--- src/rtl/multicycle_control.sv ---
// ---------------------------------------------------------------------------
// multicycle_control
//
// Purpose:
//   Main control FSM for the multicycle MIPS processor. Sequences the shared
//   datapath (one ALU, one unified instruction/data memory, one register
//   file) through fetch, decode, execute, memory and writeback steps, and
//   drives the enables and mux selects for PC, IR, memory, register file
//   and ALU. Outputs are a pure decode of the current state, except for the
//   FETCH loads (which follow MemReady) and the IllegalOp pulse in DECODE.
//
// Optional feature macro:
//   MC_CTRL_BNE_EN - when defined, opcode 000101 (bne) decodes to the BNEBR
//                    state and BranchNE is driven there. When undefined,
//                    000101 is treated as illegal and BranchNE is tied to 0.
//
// Ports:
//   clk        in   rising-edge clock
//   reset      in   asynchronous active-high reset, forces FETCH
//   Op         in   opcode field IR[31:26], width WIDTH+1
//   MemReady   in   memory finished the current read/write this cycle
//   PCWrite    out  unconditional PC load
//   Branch     out  PC load when ALU Zero=1 (beq)
//   BranchNE   out  PC load when ALU Zero=0 (bne)
//   IorD       out  memory address select (0 = PC, 1 = ALUOut)
//   MemWrite   out  memory write strobe
//   IRWrite    out  instruction register load
//   RegDst     out  write register select (1 = rd, 0 = rt)
//   MemtoReg   out  write data select (1 = MDR, 0 = ALUOut)
//   RegWrite   out  register file write
//   ALUSrcA    out  ALU A select (0 = PC, 1 = A)
//   ALUSrcB    out  ALU B select (00 B, 01 4, 10 imm, 11 imm<<2)
//   ALUOp      out  00 add, 01 subtract, 10 funct-decoded
//   PCSrc      out  00 ALU result, 01 ALUOut, 10 jump target
//   IllegalOp  out  one-cycle pulse for an unknown opcode in DECODE
//   State      out  current state code, for debug
// ---------------------------------------------------------------------------
module multicycle_control #(
  parameter int WIDTH = 5
) (
  input  logic             clk,
  input  logic             reset,
  input  logic [WIDTH:0]   Op,
  input  logic             MemReady,
  output logic             PCWrite,
  output logic             Branch,
  output logic             BranchNE,
  output logic             IorD,
  output logic             MemWrite,
  output logic             IRWrite,
  output logic             RegDst,
  output logic             MemtoReg,
  output logic             RegWrite,
  output logic             ALUSrcA,
  output logic [1:0]       ALUSrcB,
  output logic [1:0]       ALUOp,
  output logic [1:0]       PCSrc,
  output logic             IllegalOp,
  output logic [3:0]       State
);

  // State codes are visible on the State port, so the encoding is fixed.
  typedef enum logic [3:0] {
    FETCH    = 4'd0,
    DECODE   = 4'd1,
    MEMADR   = 4'd2,
    MEMRD    = 4'd3,
    MEMWB    = 4'd4,
    MEMWR    = 4'd5,
    EXECUTE  = 4'd6,
    ALUWB    = 4'd7,
    BRANCH   = 4'd8,
    ADDIEXEC = 4'd9,
    ADDIWB   = 4'd10,
    JUMP     = 4'd11,
    BNEBR    = 4'd12
  } state_t;

  // Coarse instruction class derived from the opcode in DECODE.
  typedef enum logic [2:0] {
    OPC_RTYPE   = 3'd0,
    OPC_MEM     = 3'd1,
    OPC_BEQ     = 3'd2,
    OPC_ADDI    = 3'd3,
    OPC_JUMP    = 3'd4,
    OPC_BNE     = 3'd5,
    OPC_ILLEGAL = 3'd6
  } opClass_t;

  localparam logic [WIDTH:0] OP_RTYPE = (WIDTH+1)'(6'b000000);
  localparam logic [WIDTH:0] OP_LW    = (WIDTH+1)'(6'b100011);
  localparam logic [WIDTH:0] OP_SW    = (WIDTH+1)'(6'b101011);
  localparam logic [WIDTH:0] OP_BEQ   = (WIDTH+1)'(6'b000100);
  localparam logic [WIDTH:0] OP_ADDI  = (WIDTH+1)'(6'b001000);
  localparam logic [WIDTH:0] OP_J     = (WIDTH+1)'(6'b000010);
  localparam logic [WIDTH:0] OP_BNE   = (WIDTH+1)'(6'b000101);

  state_t   r_state;
  state_t   w_nextState;
  opClass_t w_opClass;

  // Classify the opcode. Only meaningful while the IR is stable, i.e. in
  // DECODE and MEMADR; elsewhere the result is simply ignored.
  always_comb begin
    w_opClass = OPC_ILLEGAL;
    if (Op == OP_RTYPE) begin
      w_opClass = OPC_RTYPE;
    end else if ((Op == OP_LW) || (Op == OP_SW)) begin
      w_opClass = OPC_MEM;
    end else if (Op == OP_BEQ) begin
      w_opClass = OPC_BEQ;
    end else if (Op == OP_ADDI) begin
      w_opClass = OPC_ADDI;
    end else if (Op == OP_J) begin
      w_opClass = OPC_JUMP;
`ifdef MC_CTRL_BNE_EN
    end else if (Op == OP_BNE) begin
      w_opClass = OPC_BNE;
`endif
    end
  end

  // State register. Reset is asynchronous so a mid-instruction reset drops
  // straight back to FETCH and kills any pending writeback or store.
  always_ff @(posedge clk or posedge reset) begin
    if (reset) begin
      r_state <= FETCH;
    end else begin
      r_state <= w_nextState;
    end
  end

  // Next-state logic. Memory states wait on MemReady with no timeout;
  // unused codes (and BNEBR when bne is disabled) fall back to FETCH.
  always_comb begin
    w_nextState = FETCH;
    case (r_state)
      FETCH: begin
        w_nextState = MemReady ? DECODE : FETCH;
      end
      DECODE: begin
        case (w_opClass)
          OPC_RTYPE: w_nextState = EXECUTE;
          OPC_MEM:   w_nextState = MEMADR;
          OPC_BEQ:   w_nextState = BRANCH;
          OPC_ADDI:  w_nextState = ADDIEXEC;
          OPC_JUMP:  w_nextState = JUMP;
`ifdef MC_CTRL_BNE_EN
          OPC_BNE:   w_nextState = BNEBR;
`endif
          default:   w_nextState = FETCH;
        endcase
      end
      MEMADR: begin
        w_nextState = (Op == OP_LW) ? MEMRD : MEMWR;
      end
      MEMRD: begin
        w_nextState = MemReady ? MEMWB : MEMRD;
      end
      MEMWB: begin
        w_nextState = FETCH;
      end
      MEMWR: begin
        w_nextState = MemReady ? FETCH : MEMWR;
      end
      EXECUTE: begin
        w_nextState = ALUWB;
      end
      ALUWB: begin
        w_nextState = FETCH;
      end
      BRANCH: begin
        w_nextState = FETCH;
      end
      ADDIEXEC: begin
        w_nextState = ADDIWB;
      end
      ADDIWB: begin
        w_nextState = FETCH;
      end
      JUMP: begin
        w_nextState = FETCH;
      end
      default: begin
        w_nextState = FETCH;
      end
    endcase
  end

  // Output decode. Everything defaults to 0 so no state can drive X.
  // The FETCH loads and IllegalOp are additionally masked by reset, since
  // the state already reads FETCH while reset is held and MemReady may be 1.
  always_comb begin
    PCWrite   = 1'b0;
    Branch    = 1'b0;
    BranchNE  = 1'b0;
    IorD      = 1'b0;
    MemWrite  = 1'b0;
    IRWrite   = 1'b0;
    RegDst    = 1'b0;
    MemtoReg  = 1'b0;
    RegWrite  = 1'b0;
    ALUSrcA   = 1'b0;
    ALUSrcB   = 2'b00;
    ALUOp     = 2'b00;
    PCSrc     = 2'b00;
    IllegalOp = 1'b0;
    case (r_state)
      FETCH: begin
        ALUSrcB = 2'b01;
        PCWrite = MemReady & ~reset;
        IRWrite = MemReady & ~reset;
      end
      DECODE: begin
        ALUSrcB   = 2'b11;
        IllegalOp = (w_opClass == OPC_ILLEGAL) & ~reset;
      end
      MEMADR: begin
        ALUSrcA = 1'b1;
        ALUSrcB = 2'b10;
      end
      MEMRD: begin
        IorD = 1'b1;
      end
      MEMWB: begin
        MemtoReg = 1'b1;
        RegWrite = 1'b1;
      end
      MEMWR: begin
        IorD     = 1'b1;
        MemWrite = 1'b1;
      end
      EXECUTE: begin
        ALUSrcA = 1'b1;
        ALUOp   = 2'b10;
      end
      ALUWB: begin
        RegDst   = 1'b1;
        RegWrite = 1'b1;
      end
      BRANCH: begin
        ALUSrcA = 1'b1;
        ALUOp   = 2'b01;
        PCSrc   = 2'b01;
        Branch  = 1'b1;
      end
      ADDIEXEC: begin
        ALUSrcA = 1'b1;
        ALUSrcB = 2'b10;
      end
      ADDIWB: begin
        RegWrite = 1'b1;
      end
      JUMP: begin
        PCSrc   = 2'b10;
        PCWrite = 1'b1;
      end
`ifdef MC_CTRL_BNE_EN
      BNEBR: begin
        ALUSrcA  = 1'b1;
        ALUOp    = 2'b01;
        PCSrc    = 2'b01;
        BranchNE = 1'b1;
      end
`endif
      default: begin
      end
    endcase
  end

  assign State = r_state;

endmodule

--- config.mk ---
export PLATFORM = sky130hd
export DESIGN_NAME = multicycle_control
export DESIGN_NICKNAME = d
export VERILOG_FILES = /design/src/rtl/multicycle_control.sv
export SDC_FILE = /design/constraint.sdc
export NUM_CORES = 1
export LEC_CHECK = 0
export CORE_ASPECT_RATIO = 1.1
export CORE_MARGIN = 5
export CORE_UTILIZATION = 34
export DETAILED_ROUTE_END_ITERATION = 10
export PLACE_DENSITY = 0.86
export SYNTH_ARGS = -nofsm -noshare
export SYNTH_HDL_FRONTEND = slang
export SYNTH_SLANG_ARGS = --single-unit
--- constraint.sdc ---
create_clock -name clk -period 1.01 [get_ports clk]
set_input_delay 0.101 -clock clk [delete_from_list [all_inputs] [get_ports clk]]
set_output_delay 0.101 -clock clk [all_outputs]
set_load 0.05 [all_outputs]
==> results of run 1 <==
-- repair_timing --
item	in CTS
hold endpoints to repair	0
resized for setup	26
setup endpoints to repair	24
pin swaps	6
buffers inserted	12
-- through the flow --
step / area (sq um) / utilization
after detailed placement: 1331 / 0.8546
after floorplan: 685.7 / -
after global placement: 1331 / 0.8546
after CTS: 1515 / 0.9727
-- cell families after synthesis --
group / after synthesis
buffers and inverters: 9
DFF: 4
other: 1
and+or+nand+nor: 37
xor gates and xnor gates: 1
muxes: 3
AOI/OAI and AO/OA: 15
==> results by group, run 1 <==
Outcome
  – Status: did not finish
  – Exit stage: global routing
  – Run Error: [ERROR DPL-0038] Utilization greater than 100%, impossible to legalize

Floorplanning
  – Die Width: 48.41 um
  – Die Span Y: 52.25 um
  – Initial Utilization: 0.3542
  – FP Rows: 15
  – I/O Pins: 30

Clock tree
  – Root Driver: clkbuf_4
  – CTS H-tree depth: 1
  – Max Buffers Root-to-Sink: 2
  – Num CTS Buffers: 3
  – Clock sinks: 4
  – CTS Hold Bufs: 0

Placement
  – Setup WS pre-CTS: -0.5086 ns
  – HPWL after DPL: 1946 um
  – Post-placement cell count: 135
  – GP Congestion: 0.8111
  – Port buffer count: 28

Logic synthesis
  – Synth Area in XOR/XNOR: 0.01587
  – Seq/Total Area, Yosys: 0.1814
  – Synth Flop Type: dfrtp_1
  – Simple-gate share of the synthesized area: 0.4172
  – Post-synth top area share: 0.1814
  – Most common cell in the netlist: nor3_1
  – EDFF count, synth: 0
  – Synth Register Bits: 4
  – Syn Nets: 79
  – Synth Area per Inst: 7.883 sq um
  – Cell taking the most area after synthesis: dfrtp_1
  – Synth cell types: 33
  – Post-synthesis compound-gate area fraction: 0.1973
  – Commonest cells post-synth: nor3_1, nor2_1, buf_4, dfrtp_1, o21ai_0
  – Async SR Flop Fraction: 1.000
  – Mux cell area share after synthesis: 0.05896
  – Post-Syn Area: 551.8 sq um
  – Adder-Cell Fraction of Synth Area: 0
  – Post-Synthesis Cells: 70
  – Top cells by area, synth: dfrtp_1, nor3_1, buf_4
  – Yosys warns: 0
  – Largest family of logic cells by synthesized area: simple AND/OR/NAND/NOR gates

GRT
  – Largest net degree at the start of global routing: 9

Timing
  – Endpoint with the least setup slack after the last repair: RegWrite
  – Worst endpoint type: top-level output
==> run 2: changes to the inputs <==
==> config.mk (replaced) <==
export PLATFORM = sky130hd
export DESIGN_NAME = multicycle_control
export DESIGN_NICKNAME = d
export VERILOG_FILES = /design/src/rtl/multicycle_control.sv
export SDC_FILE = /design/constraint.sdc
export NUM_CORES = 1
export LEC_CHECK = 0
export CORE_AREA = 5 5 66 68
export DETAILED_ROUTE_END_ITERATION = 10
export DIE_AREA = 0 0 71 73
export PLACE_DENSITY_LB_ADDON = 0.15
export SYNTH_ARGS = -nofsm -noshare
export SYNTH_HDL_FRONTEND = slang
export SYNTH_SLANG_ARGS = --single-unit
==> constraint.sdc (replaced) <==
create_clock -name clk -period 1.3 [get_ports clk]
set_input_delay 0.13 -clock clk [delete_from_list [all_inputs] [get_ports clk]]
set_output_delay 0.13 -clock clk [all_outputs]
set_load 0.05 [all_outputs]
==> results by group, run 2 <==
Layout
  – Max FFs per register: 4
  – Layout cell share with drive strength beyond 1: 0.7481
  – Final design area excluding fillers: 0.001638 sq mm
  – Commonest non-fill, non-tap cells in the layout: buf_12, buf_4, buf_6
  – Reg area: 105.1 sq um
  – Antenna diodes: 0
  – Fin util: 0.4312
  – Final nets: 142
  – Most common cell after layout, fill and taps aside: buf_12
  – Footprint of the multi-input gates: 573.1 sq um
  – Fin cells: 181
  – Area Growth Syn to Fin: 196.8%
  – Fillers: 391

Clock tree
  – Clock sinks: 4
  – Root Driver: clkbuf_8
  – Worst-path clk slew: 0.03 ns
  – Num CTS Buffers: 3
  – CTS Hold Bufs: 0
  – CTS tree: built
  – Clk_lat worst skew: 0.22 ns
  – Max Buffers Root-to-Sink: 2
  – CTS H-tree depth: 1

Floorplanning
  – Die Width: 71 um
  – Die Span Y: 73 um
  – Core area: 0.003799 sq mm
  – Die Area: 0.005183 sq mm
  – Initial Utilization: 0.1453
  – I/O Pins: 30
  – FP Rows: 23

Logic synthesis
  – Synth Register Bits: 4
  – Synth Flop Type: dfrtp_1
  – Post-synth top area share: 0.1814
  – Yosys warns: 0
  – Synth cell types: 33
  – Cell taking the most area after synthesis: dfrtp_1
  – Synth Area per Inst: 7.883 sq um
  – Syn Nets: 79
  – Post-Syn Area: 551.8 sq um
  – Post-Synthesis Cells: 70
  – EDFF count, synth: 0
  – Top cells by area, synth: dfrtp_1, nor3_1, buf_4
  – Commonest cells post-synth: nor3_1, nor2_1, buf_4, dfrtp_1, o21ai_0
  – Most common cell in the netlist: nor3_1
  – Seq/Total Area, Yosys: 0.1814
  – Async SR Flop Fraction: 1.000

Timing
  – Skew final: 0.001791 ns
  – Unrepaired setup endpoints after global routing: true
  – Fmax: 653.2 MHz
  – WHS: 0.1679 ns
  – Worst setup margin: -0.2310 ns
  – Min Tclk post-route: 1.531 ns
  – Final Hold Fails: 0
  – Period utilization: 1.178
  – # setup viols final: 19
  – Slew Limit Fails: 0
  – Setup TNS: -2.455 ns

Detailed routing
  – Routed length on met3: 136 um
  – WL per Instance: 12.66 um
  – Metal-1 WL: 937 um
  – Vias per std cell: 4.144
  – Total wire length: 2292 um
  – # DRC: 0
  – Vias: 750
  – ANT nets after route: 0
  – Detailed Routing Iterations Pass 1: 2
  – Starting DRT DRC Count: 14
  – Met2 Wirelength: 1203 um
  – Top sig layer: met4

GRT
  – GRT Overall Usage: 0.09214
  – Largest net degree at the start of global routing: 11
  – Global-route wire length before repair: 3726 um
  – Global route overflow: 0
  – Initial antenna violation count: 0
  – Vias in the first global route: 766

Power
  – Tot Pwr: 1.672 mW
  – Peak supply drop: 0.5794 mV
  – Pleak: 0.6547 nW
  – PwrDens: 1021 mW/mm^2

Placement
  – Placed Area: 0.001370 sq mm
  – Post-placement cell count: 166
  – GP Congestion: 0.7504
  – Setup WS pre-CTS: -0.2934 ns
  – HPWL after DPL: 1651 um
  – Port buffer count: 28

Setup path
  – Worst EP arrival: 1.40 ns
  – Startpoint types: flop
  – Worst Path Max Fanout: 5
  – Worst Path Required: 1.17 ns
  – CP Capture Type: primary output
  – Crit Path Class: flop to primary output

Outcome
  – Failing checks: negative setup slack
  – Status: finished with violations

Flow run
  – Max-Cap Viols: 0

Worst hold path
  – Worst hold path class: primary input to asynchronous set/reset pin
run 2: cell families after synthesis:
group,count (synthesis),share of synthesized area
other,1,0.006796
xor gates and xnor gates,1,0.01588
AOI/OAI and AO/OA,15,0.1973
and+or+nand+nor,37,0.4173
muxes,3,0.05895
DFF,4,0.1814
buffers and inverters,9,0.1225
run 2: routing by layer:
layer  track usage  vias to the layer above
li1              -                      381
met1        0.1092                      349
met2        0.1617                       18
met3       0.02755                        2
met4       0.02505                        0
met5             0                        -
run 2: final timing paths:
check | start | endpoint | slack, ns | cells past startpoint
worst max register to register | State[3] | State[0] | -0.09 | 5
max in group asynchronous | reset | State[1] | 0.97 | 2
worst min register to register | State[2] | State[3] | 0.74 | 3
worst min-delay path | reset | State[2] | 0.17 | 2
worst max-delay path | State[3] | RegWrite | -0.23 | 4
min in group clk | Op[4] | State[0] | 0.44 | 5
run 2: where the power goes:
part	internal, mW	switching [mW]
Sequential	0.145	0.0363
Clock	0.198	0.0658
Combinational	0.628	0.599
run 2: area by class of cell:
class,count,share of cell area
tap,50,0.03820
clock buffer,3,0.02521
sequential,4,0.06417
inverter,2,0.006112
multi-input combinational,57,0.3499
timing repair buffer,65,0.5164
run 2: worst max-delay path, cell delays in order, from the launching register on:
cell and delay (ns):
dfrtp_2 0.44, nand2b_4 0.17, mux2_4 0.28, o22ai_4 0.12, buf_12 0.16
run 2: repair_timing:
| action | in CTS | in global routing |
|---|---|---|
| resized for setup | 33 | 5 |
| endpoints found under the setup margin | 20 | 21 |
| pin swaps | 11 | 9 |
| endpoints found under the hold margin | 0 | 0 |
| setup buffers | 11 | 2 |
Note: power is estimated with default switching activity, not from simulation.
